`src/rtl/apb_req_arbiter.sv`:
```
// -----------------------------------------------------------------------------
// apb_req_arbiter
//
// Round-robin arbiter and APB transfer sequencer for the 8-bit APB link.
// NUM_REQ local requesters compete for the single APB port. The winner's
// command is latched onto the APB outputs. The block then runs the SETUP and
// ACCESS phases and waits for the slave's ready. Finally it returns read data
// with a one-cycle done pulse to the owner.
//
// Optional build macro:
//   APB_TIMEOUT_EN - ACCESS gives up after TIMEOUT cycles without ready and
//                    answers the owner with an err pulse instead of done.
//                    When undefined, ACCESS waits forever and err stays 0.
//
// Parameters:
//   NUM_REQ  number of requesters (2..8)
//   TIMEOUT  ACCESS-phase cycle limit (only with APB_TIMEOUT_EN)
//
// Ports:
//   clk              system clock, all logic on the rising edge
//   reset            synchronous active-high reset
//   req              per-requester transfer request, held until done
//   req_write        per-requester direction, 1 = write
//   req_addr         per-requester address, requester i in [8i+7:8i]
//   req_wdata        per-requester write data
//   req_wait         per-requester wait_cycles value for the slave
//   grant            one-hot owner of the current transfer
//   done             one-cycle completion pulse to the owner
//   err              one-cycle timeout pulse to the owner
//   rdata_out        read data, valid while done is high
//   busy             high whenever the sequencer is not idle
//   apb_sel          APB select
//   apb_enable       APB enable
//   apb_write        APB direction
//   apb_addr         APB address
//   apb_wdata        APB write data
//   apb_wait_cycles  wait_cycles forwarded to the slave
//   apb_ready        slave ready
//   apb_rdata        slave read data
// -----------------------------------------------------------------------------
module apb_req_arbiter #(
    parameter int NUM_REQ = 2,
    parameter int TIMEOUT = 16
) (
    input  logic                   clk,
    input  logic                   reset,
    input  logic [NUM_REQ-1:0]     req,
    input  logic [NUM_REQ-1:0]     req_write,
    input  logic [8*NUM_REQ-1:0]   req_addr,
    input  logic [8*NUM_REQ-1:0]   req_wdata,
    input  logic [8*NUM_REQ-1:0]   req_wait,
    output logic [NUM_REQ-1:0]     grant,
    output logic [NUM_REQ-1:0]     done,
    output logic [NUM_REQ-1:0]     err,
    output logic [7:0]             rdata_out,
    output logic                   busy,
    output logic                   apb_sel,
    output logic                   apb_enable,
    output logic                   apb_write,
    output logic [7:0]             apb_addr,
    output logic [7:0]             apb_wdata,
    output logic [7:0]             apb_wait_cycles,
    input  logic                   apb_ready,
    input  logic [7:0]             apb_rdata
);

    localparam int               PTR_W     = $clog2(NUM_REQ);
    localparam logic [PTR_W-1:0] LAST_IDX  = PTR_W'(NUM_REQ - 1);
    localparam logic [PTR_W:0]   NUM_REQ_C = (PTR_W + 1)'(NUM_REQ);

    typedef enum logic [1:0] {
        ST_IDLE   = 2'd0,
        ST_SETUP  = 2'd1,
        ST_ACCESS = 2'd2,
        ST_DONE   = 2'd3
    } state_t;

    // Registered state and outputs
    state_t              state_r;
    logic [PTR_W-1:0]    ptr_r;
    logic [NUM_REQ-1:0]  grant_r;
    logic [NUM_REQ-1:0]  done_r;
    logic [NUM_REQ-1:0]  err_r;
    logic                busy_r;
    logic                sel_r;
    logic                enable_r;
    logic                write_r;
    logic [7:0]          addr_r;
    logic [7:0]          wdata_r;
    logic [7:0]          wait_r;
    logic [7:0]          rdata_r;

    // Next-state values
    state_t              state_nxt_s;
    logic [PTR_W-1:0]    ptr_nxt_s;
    logic [NUM_REQ-1:0]  grant_nxt_s;
    logic [NUM_REQ-1:0]  done_nxt_s;
    logic [NUM_REQ-1:0]  err_nxt_s;
    logic                busy_nxt_s;
    logic                sel_nxt_s;
    logic                enable_nxt_s;
    logic                write_nxt_s;
    logic [7:0]          addr_nxt_s;
    logic [7:0]          wdata_nxt_s;
    logic [7:0]          wait_nxt_s;
    logic [7:0]          rdata_nxt_s;

    // Round-robin pick
    logic [2*NUM_REQ-1:0] req_dbl_s;
    logic [NUM_REQ-1:0]   req_rot_s;
    logic                 pick_valid_s;
    logic [PTR_W-1:0]     pick_off_s;
    logic [PTR_W:0]       pick_sum_s;
    logic [PTR_W-1:0]     pick_idx_s;

    // Command fields of the picked requester
    logic [NUM_REQ-1:0]   pick_grant_s;
    logic                 pick_write_s;
    logic [7:0]           pick_addr_s;
    logic [7:0]           pick_wdata_s;
    logic [7:0]           pick_wait_s;

`ifdef APB_TIMEOUT_EN
    localparam logic [7:0] TIMEOUT_C = 8'(TIMEOUT);

    logic [7:0]           cnt_r;
    logic [7:0]           cnt_nxt_s;
`else
    // TIMEOUT only matters when the timeout feature is built in
    logic [7:0]           timeout_unused_s;
    assign timeout_unused_s = 8'(TIMEOUT);
`endif

    // Rotate the request vector so the pointer position lands on bit 0, then
    // take the lowest set bit; offset plus pointer (mod NUM_REQ) is the winner.
    always_comb begin
        req_dbl_s    = {req, req};
        req_rot_s    = NUM_REQ'(req_dbl_s >> ptr_r);
        pick_valid_s = 1'b0;
        pick_off_s   = '0;
        // Scan downward so the nearest requester overwrites farther ones
        for (int i = NUM_REQ - 1; i >= 0; i--) begin
            if (req_rot_s[i]) begin
                pick_valid_s = 1'b1;
                pick_off_s   = PTR_W'(i);
            end else begin
                // no request at this offset; keep the nearer candidate
            end
        end
        pick_sum_s = {1'b0, ptr_r} + {1'b0, pick_off_s};
        if (pick_sum_s >= NUM_REQ_C) begin
            pick_idx_s = PTR_W'(pick_sum_s - NUM_REQ_C);
        end else begin
            pick_idx_s = pick_sum_s[PTR_W-1:0];
        end
    end

    // Multiplex the picked requester's command fields and build its grant
    always_comb begin
        pick_grant_s = '0;
        pick_write_s = 1'b0;
        pick_addr_s  = 8'h00;
        pick_wdata_s = 8'h00;
        pick_wait_s  = 8'h00;
        for (int i = 0; i < NUM_REQ; i++) begin
            if (pick_idx_s == PTR_W'(i)) begin
                pick_grant_s[i] = 1'b1;
                pick_write_s    = req_write[i];
                pick_addr_s     = req_addr[8*i +: 8];
                pick_wdata_s    = req_wdata[8*i +: 8];
                pick_wait_s     = req_wait[8*i +: 8];
            end else begin
                // not the winner
            end
        end
    end

    // Next-state and next-output logic; every register holds by default
    always_comb begin
        state_nxt_s  = state_r;
        ptr_nxt_s    = ptr_r;
        grant_nxt_s  = grant_r;
        done_nxt_s   = '0;
        err_nxt_s    = '0;
        sel_nxt_s    = sel_r;
        enable_nxt_s = enable_r;
        write_nxt_s  = write_r;
        addr_nxt_s   = addr_r;
        wdata_nxt_s  = wdata_r;
        wait_nxt_s   = wait_r;
        rdata_nxt_s  = rdata_r;
`ifdef APB_TIMEOUT_EN
        cnt_nxt_s    = cnt_r;
`endif

        case (state_r)
            ST_IDLE: begin
                sel_nxt_s    = 1'b0;
                enable_nxt_s = 1'b0;
                if (pick_valid_s) begin
                    // Latch the winner's command; it is frozen from here on
                    state_nxt_s = ST_SETUP;
                    grant_nxt_s = pick_grant_s;
                    write_nxt_s = pick_write_s;
                    addr_nxt_s  = pick_addr_s;
                    wdata_nxt_s = pick_wdata_s;
                    wait_nxt_s  = pick_wait_s;
                    sel_nxt_s   = 1'b1;
                    if (pick_idx_s == LAST_IDX) begin
                        ptr_nxt_s = '0;
                    end else begin
                        ptr_nxt_s = pick_idx_s + PTR_W'(1);
                    end
                end else begin
                    state_nxt_s = ST_IDLE;
                    grant_nxt_s = '0;
                end
            end

            ST_SETUP: begin
                state_nxt_s  = ST_ACCESS;
                sel_nxt_s    = 1'b1;
                enable_nxt_s = 1'b1;
`ifdef APB_TIMEOUT_EN
                cnt_nxt_s    = 8'h00;
`endif
            end

            ST_ACCESS: begin
                if (apb_ready) begin
                    state_nxt_s  = ST_DONE;
                    sel_nxt_s    = 1'b0;
                    enable_nxt_s = 1'b0;
                    done_nxt_s   = grant_r;
                    // Writes leave the previous read data in place
                    if (!write_r) begin
                        rdata_nxt_s = apb_rdata;
                    end else begin
                        rdata_nxt_s = rdata_r;
                    end
                end else begin
`ifdef APB_TIMEOUT_EN
                    // Ready on the limiting edge is handled above and wins
                    if ((cnt_r + 8'd1) == TIMEOUT_C) begin
                        state_nxt_s  = ST_DONE;
                        sel_nxt_s    = 1'b0;
                        enable_nxt_s = 1'b0;
                        err_nxt_s    = grant_r;
                        rdata_nxt_s  = 8'h00;
                    end else begin
                        cnt_nxt_s    = cnt_r + 8'd1;
                    end
`else
                    state_nxt_s = ST_ACCESS;
`endif
                end
            end

            ST_DONE: begin
                state_nxt_s  = ST_IDLE;
                grant_nxt_s  = '0;
                sel_nxt_s    = 1'b0;
                enable_nxt_s = 1'b0;
            end

            default: begin
                state_nxt_s  = ST_IDLE;
                grant_nxt_s  = '0;
                sel_nxt_s    = 1'b0;
                enable_nxt_s = 1'b0;
            end
        endcase

        busy_nxt_s = (state_nxt_s != ST_IDLE);
    end

    // State register, round-robin pointer and all registered outputs
    always_ff @(posedge clk) begin
        if (reset) begin
            state_r  <= ST_IDLE;
            ptr_r    <= '0;
            grant_r  <= '0;
            done_r   <= '0;
            err_r    <= '0;
            busy_r   <= 1'b0;
            sel_r    <= 1'b0;
            enable_r <= 1'b0;
            write_r  <= 1'b0;
            addr_r   <= 8'h00;
            wdata_r  <= 8'h00;
            wait_r   <= 8'h00;
            rdata_r  <= 8'h00;
`ifdef APB_TIMEOUT_EN
            cnt_r    <= 8'h00;
`endif
        end else begin
            state_r  <= state_nxt_s;
            ptr_r    <= ptr_nxt_s;
            grant_r  <= grant_nxt_s;
            done_r   <= done_nxt_s;
            err_r    <= err_nxt_s;
            busy_r   <= busy_nxt_s;
            sel_r    <= sel_nxt_s;
            enable_r <= enable_nxt_s;
            write_r  <= write_nxt_s;
            addr_r   <= addr_nxt_s;
            wdata_r  <= wdata_nxt_s;
            wait_r   <= wait_nxt_s;
            rdata_r  <= rdata_nxt_s;
`ifdef APB_TIMEOUT_EN
            cnt_r    <= cnt_nxt_s;
`endif
        end
    end

    assign grant           = grant_r;
    assign done            = done_r;
    assign err             = err_r;
    assign busy            = busy_r;
    assign apb_sel         = sel_r;
    assign apb_enable      = enable_r;
    assign apb_write       = write_r;
    assign apb_addr        = addr_r;
    assign apb_wdata       = wdata_r;
    assign apb_wait_cycles = wait_r;
    assign rdata_out       = rdata_r;

endmodule

```
`config.mk`:
```
export PLATFORM = sky130hd
export DESIGN_NAME = apb_req_arbiter
export DESIGN_NICKNAME = d
export VERILOG_FILES = /design/src/rtl/apb_req_arbiter.sv
export SDC_FILE = /design/constraint.sdc
export NUM_CORES = 1
export LEC_CHECK = 0
export CORE_ASPECT_RATIO = 1.75
export CORE_UTILIZATION = 40
export DETAILED_ROUTE_END_ITERATION = 10
export GPL_TIMING_DRIVEN = 0
export PLACE_DENSITY = 0.79
export SETUP_SLACK_MARGIN = 0.05
export SLEW_MARGIN = 20
export SYNTH_ARGS = -nofsm -noshare
export SYNTH_HDL_FRONTEND = slang
export SYNTH_SLANG_ARGS = --single-unit
```
`constraint.sdc`:
```
create_clock -name clk -period 4.1 [get_ports clk]
set_input_delay 0.82 -clock clk [delete_from_list [all_inputs] [get_ports clk]]
set_output_delay 0.82 -clock clk [all_outputs]
set_load 0.01 [all_outputs]
```
==> results summary, run 1 <==
The most common cell in the synthesized netlist is sky130_fd_sc_hd__dfxtp_1. The post-CTS clock slew at the launch and capture registers of the worst setup and hold paths came out at 0.09 ns. The count of antenna-violating nets left after detailed routing is 0. The post-route clock skew is ~0.0067 ns. The detail-routed via count per cell came out at between 5 and 6. In this run the core area contains 35 standard-cell rows. The number of maximum-capacitance violations is 0.

The number of levels in the clock H-tree came out at 2. The worst setup path is of the input pin to register kind. The filler cells instantiated in the layout total roughly 470. Across every metal layer, demand over resource in global routing totals 0.226. The async set-reset flop share out of synthesis came out at 0. The setup slack of the worst register-to-register path came out at 2.31 ns. The clock net sink count is 43.

Setup repair after global routing left no endpoint under its margin. The worst-skew pair later-pin latency came out at 0.30 ns. The count of warnings emitted by yosys is 0. The number of violations reported at the end of detailed-routing iteration 0 came out at 70.

Of all nets on the critical path, the largest fanout is 10. The arrival time at the worst endpoint is between 2 and 2.5 ns. The final estimated routing congestion in global placement came out at between 0.7 and 0.8. The starting utilization of the core area is 0.420. The clock passes through at most 2 buffers. The count of TritonRoute iterations in the first routing pass came out at 4.

During I/O placement, the number of pins put on the boundary was ~110. Counting distinct cell types in the post-synthesis netlist gives 28. For this run, design rule violations remaining after detail routing come to 0. The run finished with clean final reports. Data on the critical path is required at its endpoint by 4.27 ns. The max-slew headroom at the worst pin came out at 0.664. Yosys attributes the largest share of cell area to sky130_fd_sc_hd__dfxtp_1, sky130_fd_sc_hd__o2111a_1, sky130_fd_sc_hd__a2111oi_0. The final worst slack came out at slightly above 2 ns. The leading area contributor after synthesis is sky130_fd_sc_hd__dfxtp_1. Timing analysis after detailed placement gives a worst setup slack of around 1.7 ns. The instance count of the mapped netlist is between 200 and 300. The period utilization came out at 0.509. The achievable frequency is about 480 MHz. The highest ir drop seen on vdd came out at ~0.22 mV. TritonCTS built the clock tree. The most used flip-flop cell after synthesis is sky130_fd_sc_hd__dfxtp_1.

The cell area after technology mapping came out at 0.00222 sq mm. In the final layout, the share of cells above drive strength 1 is 0.0716. In this run the static leakage power is ~1.4 nW. The via count of the first global-routing pass is approximately 2.3k. The number of buffers inserted by hold repair at cts is 0. The worst setup path is captured at a register. The ratio of total power to cell area is 370 mW/mm^2. The placeable core region is 0.00530 sq mm. The first global-routing pass estimated around 10000 um of wire. The power consumption is 1.26 mW. The area overhead of the layout relative to synthesis came out at 53.6%. The number of antenna repair diodes came out at 0. The smallest clock period supported by the final layout is computed as roughly 2.1 ns. The CTS buffer count came out at 5. The final core utilization came out at 0.644.

The number of register bits inferred by synthesis came out at between 40 and 50. In the synthesized netlist, the cells that appear most often are sky130_fd_sc_hd__dfxtp_1, sky130_fd_sc_hd__nor2_1, sky130_fd_sc_hd__inv_1. The total count of hold-check failures in the final report is 0. The post-route setup TNS came out at 0 ns.

The register area share after synthesis is 0.387. The number of synthesized flops with an enable pin is 0. In this run the worst hold path is classified as register to register. The average cell area after synthesis is about 8.8 sq um.

The measured slew at the worst slew-check pin is ~0.50 ns. CTS placed an instance of sky130_fd_sc_hd__clkbuf_8 at the clock tree root. Port buffering added 100 buffers. For this run the aggregate overflow at the end of global routing stands at 0. The final layout contains routed wiring with a total length of 6650 um.

Post-CTS repair changed the size of 0 cells. At the end of the flow, the number of nets in the layout was 430. The nature of the critical path startpoint is an input pin.

The number of antenna violations at the first check in global routing is 0. The routed length per placed instance came out at between 15 and 20 um. The number of setup buffers added after CTS is 0. The die area came out at between 0.005 and 0.006 sq mm. The share of the synthesized area in the top cell type came out at 0.387. The setup violation total in the final timing report came out at 0.

The chip height is 101 um. The die boundary width is 58.4 um. The overall via count from detail_route came out at 2339. Entering global routing, the biggest net connects 16 pins.

The final HPWL from detailed placement is between 4000 and 5000 um. The final count of pins violating max slew is 0. The worst hold-check slack is between 0.4 and 0.5 ns.
==> flip-flops by register name, summed over array words and instances, names as in the netlist <==
name / flops
state_r: 2
done: 2
rdata_out: 8
grant: 2
apb_wdata: 8
ptr_r: 1
busy: 1
apb_write: 1
apb_addr: 8
apb_sel: 1
apb_wait_cycles: 8
apb_enable: 1
==> where the power goes <==
group	switching [mW]	leakage (nW)	internal [mW]	total, mW
clock network	0.163	0.0443	0.122	0.285
registers	0.0328	0.355	0.477	0.510
logic	0.233	1.00	0.234	0.468
total	0.430	1.40	0.833	1.26
==> cell type report <==
type,instances,area [sq um],area share
sequential,43,861,0.252
multi-input combinational,149,1080,0.318
inverter,31,116,0.0341
timing repair buffer,100,1000,0.293
clock buffer,5,68.8,0.0202
buffer,32,165,0.0484
tap,74,92.6,0.0271
clock inverter,3,25.0,0.00733
==> cells by family (layout without fill, tap and decap cells) <==
logic type,count (synthesis),in the layout,synth area share
compound gates,61,61,0.257
fa+ha+maj,5,5,0.0281
buf+inv,63,171,0.127
flops,43,43,0.387
mux,9,9,0.0405
other cells,1,2,0.00169
simple gates,72,72,0.159
==> worst max-delay path, stage by stage <==
cell                              delay (ns)
sky130_fd_sc_hd__clkdlybuf4s50_1        0.57
sky130_fd_sc_hd__inv_2                  0.12
sky130_fd_sc_hd__clkbuf_1               0.23
sky130_fd_sc_hd__a2111oi_0              0.42
sky130_fd_sc_hd__nor4_1                 0.10
==> cell usage in the layout (no fill, tap or decap), drive strengths merged, types with 2 or more instances in the layout <==
| cell | Yosys | layout |
|---|---|---|
| inv | 31 | 31 |
| a2111oi | 25 | 25 |
| conb | 1 | 2 |
| mux2i | 9 | 9 |
| a21oi | 5 | 5 |
| nor2 | 35 | 35 |
| nor3b | 2 | 2 |
| clkinv | 0 | 2 |
| clkbuf | 17 | 22 |
| buf | 15 | 15 |
| clkdlybuf4s50 | 0 | 100 |
| ha | 5 | 5 |
| dfxtp | 43 | 43 |
| nor4 | 25 | 25 |
| o2111a | 25 | 25 |
| nand2 | 5 | 5 |
==> metrics by stage <==
| stage | area [sq um] | instances |
|---|---|---|
| after floorplan | 2230 | 255 |
| after global placement | 3320 | 429 |
| after detailed placement | 3320 | 429 |
| after CTS | 3410 | 437 |
| after global routing | 3410 | 437 |
| final | 3410 | 437 |
==> layer usage <==
metal  global-route usage  wire length, um  vias to the layer above
li1                     -                -                     1155
met1                0.256             2600                     1092
met2                0.409             3630                       82
met3               0.0462              313                       10
met4               0.0788              104                        0
met5                    0                0                        -
==> path summary, 6_finish.rpt <==
path / start / endpoint / cells past startpoint
worst max-delay path: req[0] / apb_wait_cycles[7] / 5
worst min-delay path: apb_sel / apb_sel / 2
worst min register to register: apb_sel / apb_sel / 2
worst max register to register: state_r[0] / apb_addr[6] / 6
(Power assumes the default switching activity.)
==> inputs of run 2 (changes only) <==
clock period = 2 ns   (was 4.1 ns; I/O delays follow)
==> run 2 against run 1 <==
  * Critical path depth up 1
  * Die area is the same
  * Combinational power rose by 100%
  * Wire length shrank 0.11%
  * Sequential power up 110%
  * Largest power group unchanged
  * Worst setup slack got worse by 1.7 ns
  * Via count fell by 0.21%
  * First-iteration DRC count rose by 5.7%
  * Design area about the same
  * Critical endpoint is now apb_wait_cycles[5]
==> results summary, run 2 (same netlist as run 1, synthesis figures left out) <==
The aggregate routed wire length came out at 6640 um (was 6650 um). The power share of the combinational group came to 0.371 (was 0.370). The placed instance area is 0.00332 sq mm (unchanged).

The max-slew headroom at the worst pin came out at 0.682 (was 0.664). The measured slew at the worst slew-check pin is 0.465 ns (was 0.504 ns). The count of buffers inserted at the top-level ports is 100 (unchanged).

The top-level I/O count is 105 (unchanged). The number of buffers inserted by hold repair at cts is 0 (unchanged). The clock tree root driver cell is sky130_fd_sc_hd__clkbuf_8 (unchanged). The most crowded layer after global routing is met2 (unchanged).

The period utilization came out at 0.865. The CTS buffer count is 5 (unchanged). The met2 usage came out at 0.409 (unchanged).

The final worst slack came out at 0.271 ns (was 2.01 ns). The final estimated routing congestion in global placement is 0.776 (unchanged). The fraction of power spent switching nets is 0.339 (was 0.340).

The achievable frequency is a little under 600 MHz. The row count came out at 35 (unchanged). The post-route clock skew is 0.00568 ns (was 0.00667 ns). The static leakage is 1.40 nW (about the same). The clock net sink count came to 43 (unchanged). The fraction of layout cells with a size suffix above 1 is 0.0744 (was 0.0716). The pin count of the biggest net entering global routing is 16 (unchanged). The number of buffers on the longest clock path is 2 (unchanged).

The TritonCTS clock tree is built (unchanged). The nature of the critical path startpoint is a register (was input pin). The total instance count after detailed placement is 429 (unchanged). The number of antenna repair diodes is 0 (unchanged).

The total count of hold-check failures in the final report is 0 (unchanged). The overall via count from detail_route came out at 2334 (was 2339). The starting utilization of the core area is 0.420 (unchanged). Commonest non-fill, non-tap cells in the layout: sky130_fd_sc_hd__clkdlybuf4s50_1, sky130_fd_sc_hd__dfxtp_1, sky130_fd_sc_hd__nor2_1 (unchanged). The worst-skew pair later-pin latency came out at 0.30 ns (about the same). The arrival time at the worst endpoint is 1.93 ns (was 2.26 ns).

The element type at the critical path end is a register (unchanged). The number of violations reported at the end of detailed-routing iteration 0 is 74 (was 70). The via count of the first global-routing pass is 2255 (unchanged). The post-CTS clock slew at the launch and capture registers of the worst setup and hold paths came out at 0.09 ns (about the same). The setup violation total in the final timing report is 0 (unchanged). The fraction of power consumed by sequential logic was 0.404 (about the same). The final critical path time including I/O delays and setup is 1.73 ns. The number of setup buffers added after CTS came out at 0 (unchanged).

Outcome: finished clean (unchanged). The ratio of total power to cell area came to 758 mW/mm^2 (was 370 mW/mm^2). RSZ-0062 raised after global routing: false (unchanged). The routed length per placed instance came out at 15.2 um (about the same). The final standard cell area without fillers came out at 0.00342 sq mm (was 0.00341 sq mm). The number of levels in the clock H-tree is 2 (unchanged). The global routing met1 resource utilization is 0.256 (unchanged). The total net switching power was 0.878 mW (was 0.430 mW).

The detail-routed via count per cell came out at 5.34 (was 5.35). The setup slack after placement came out at 0.00692 ns (was 1.69 ns). The filler-free cell count of the finished design is 437 (unchanged). The DRC violation count after routing is 0 (unchanged). The number of antenna violations at the first check in global routing is 0 (unchanged).

The startpoint-to-endpoint class of the critical path is register to register (was input pin to register). The final net count is 430 (unchanged). The worst min-delay path category is register to register (unchanged). The quantity of gates resized following cts is 0 (unchanged). The highest ir drop seen on vdd was 0.452 mV (was 0.220 mV). The area overhead of the layout relative to synthesis is 53.6% (about the same). The setup slack of the worst register-to-register path is 0.27 ns (was 2.31 ns). The chip height is 101 um (unchanged).

The post-route setup TNS is 0 ns (unchanged). The global-route total usage across every layer is 0.226 (unchanged). The required time of the worst setup path came out at 2.20 ns (was 4.27 ns). The part of the power in the clock network is 0.225 (was 0.226). The count of TritonRoute iterations in the first routing pass came out at 4 (unchanged). The final count of pins violating max slew came out at 0 (unchanged).

The cell-internal power is 1.71 mW (was 0.833 mW). The met3 usage came to 0.0462 (unchanged). The die area came to 0.00587 sq mm (unchanged). The final HPWL from detailed placement is 5000 um (unchanged).

The number of maximum-capacitance violations came out at 0 (unchanged). The first-pass GRT wire length came out at 10400 um (unchanged). The count of antenna-violating nets left after detailed routing is 0 (unchanged). The placeable core region is 0.00530 sq mm (unchanged).

The remaining global-route overflow is 0 (unchanged). The power consumption is 2.59 mW (was 1.26 mW). The die boundary width is 58.4 um (unchanged). The leading cell type in the layout, fill and taps excluded is sky130_fd_sc_hd__clkdlybuf4s50_1 (unchanged).

The critical-path maximum fanout came out at 10 (unchanged).
==> run 2: cell count changes in the layout (fill, tap and decap cells not counted) <==
cell and delta:
sky130_fd_sc_hd__clkbuf_1 -1, sky130_fd_sc_hd__clkbuf_2 +1
==> run 2: power groups by stage <==
stage	clock network, mW	registers [mW]	logic [mW]
final	0.583	1.05	0.959
after detailed placement	0	1.06	0.953
after global routing	0.632	1.06	1.04
after floorplan	0	1.11	0.438
after CTS	0.591	1.05	0.959
after global placement	0	1.06	0.945
==> run 2: final cells by class <==
class,count,area [sq um]
inverter,31,116
fill,474,1880
clock inverter,3,25.0
clock buffer,5,68.8
timing repair buffer,100,1000
multi-input combinational,149,1080
buffer,32,166
sequential,43,861
tap,74,92.6
==> run 2: per-layer routing <==
layer | share of wire | vias up
li1 | - | 1154
met1 | 0.39 | 1086
met2 | 0.55 | 84
met3 | 0.048 | 10
met4 | 0.016 | 0
met5 | 0 | -
==> run 2: worst paths after layout <==
kind	startpoint	endpoint	cells past startpoint
worst max-delay path	state_r[0]	apb_wait_cycles[5]	6
worst min-delay path	apb_sel	apb_sel	2
worst max register to register	state_r[0]	apb_wait_cycles[5]	6
worst min register to register	apb_sel	apb_sel	2
==> run 2: stage by stage <==
stage / hold WS, ns / utilization
5_1_grt: 0.476 / 0.645
6_report: 0.459 / 0.645
2_1_floorplan: 0.476 / -
4_1_cts: 0.467 / 0.644
3_5_place_dp: 0.453 / 0.627
3_3_place_gp: 0.449 / 0.627
==> run 2: worst max-delay path: stages (launching register included) <==
cell	delay (ns)
sky130_fd_sc_hd__dfxtp_1	0.38
sky130_fd_sc_hd__inv_1	0.09
sky130_fd_sc_hd__ha_1	0.21
sky130_fd_sc_hd__inv_1	0.16
sky130_fd_sc_hd__clkbuf_1	0.36
sky130_fd_sc_hd__a2111oi_0	0.14
sky130_fd_sc_hd__nor4_1	0.28
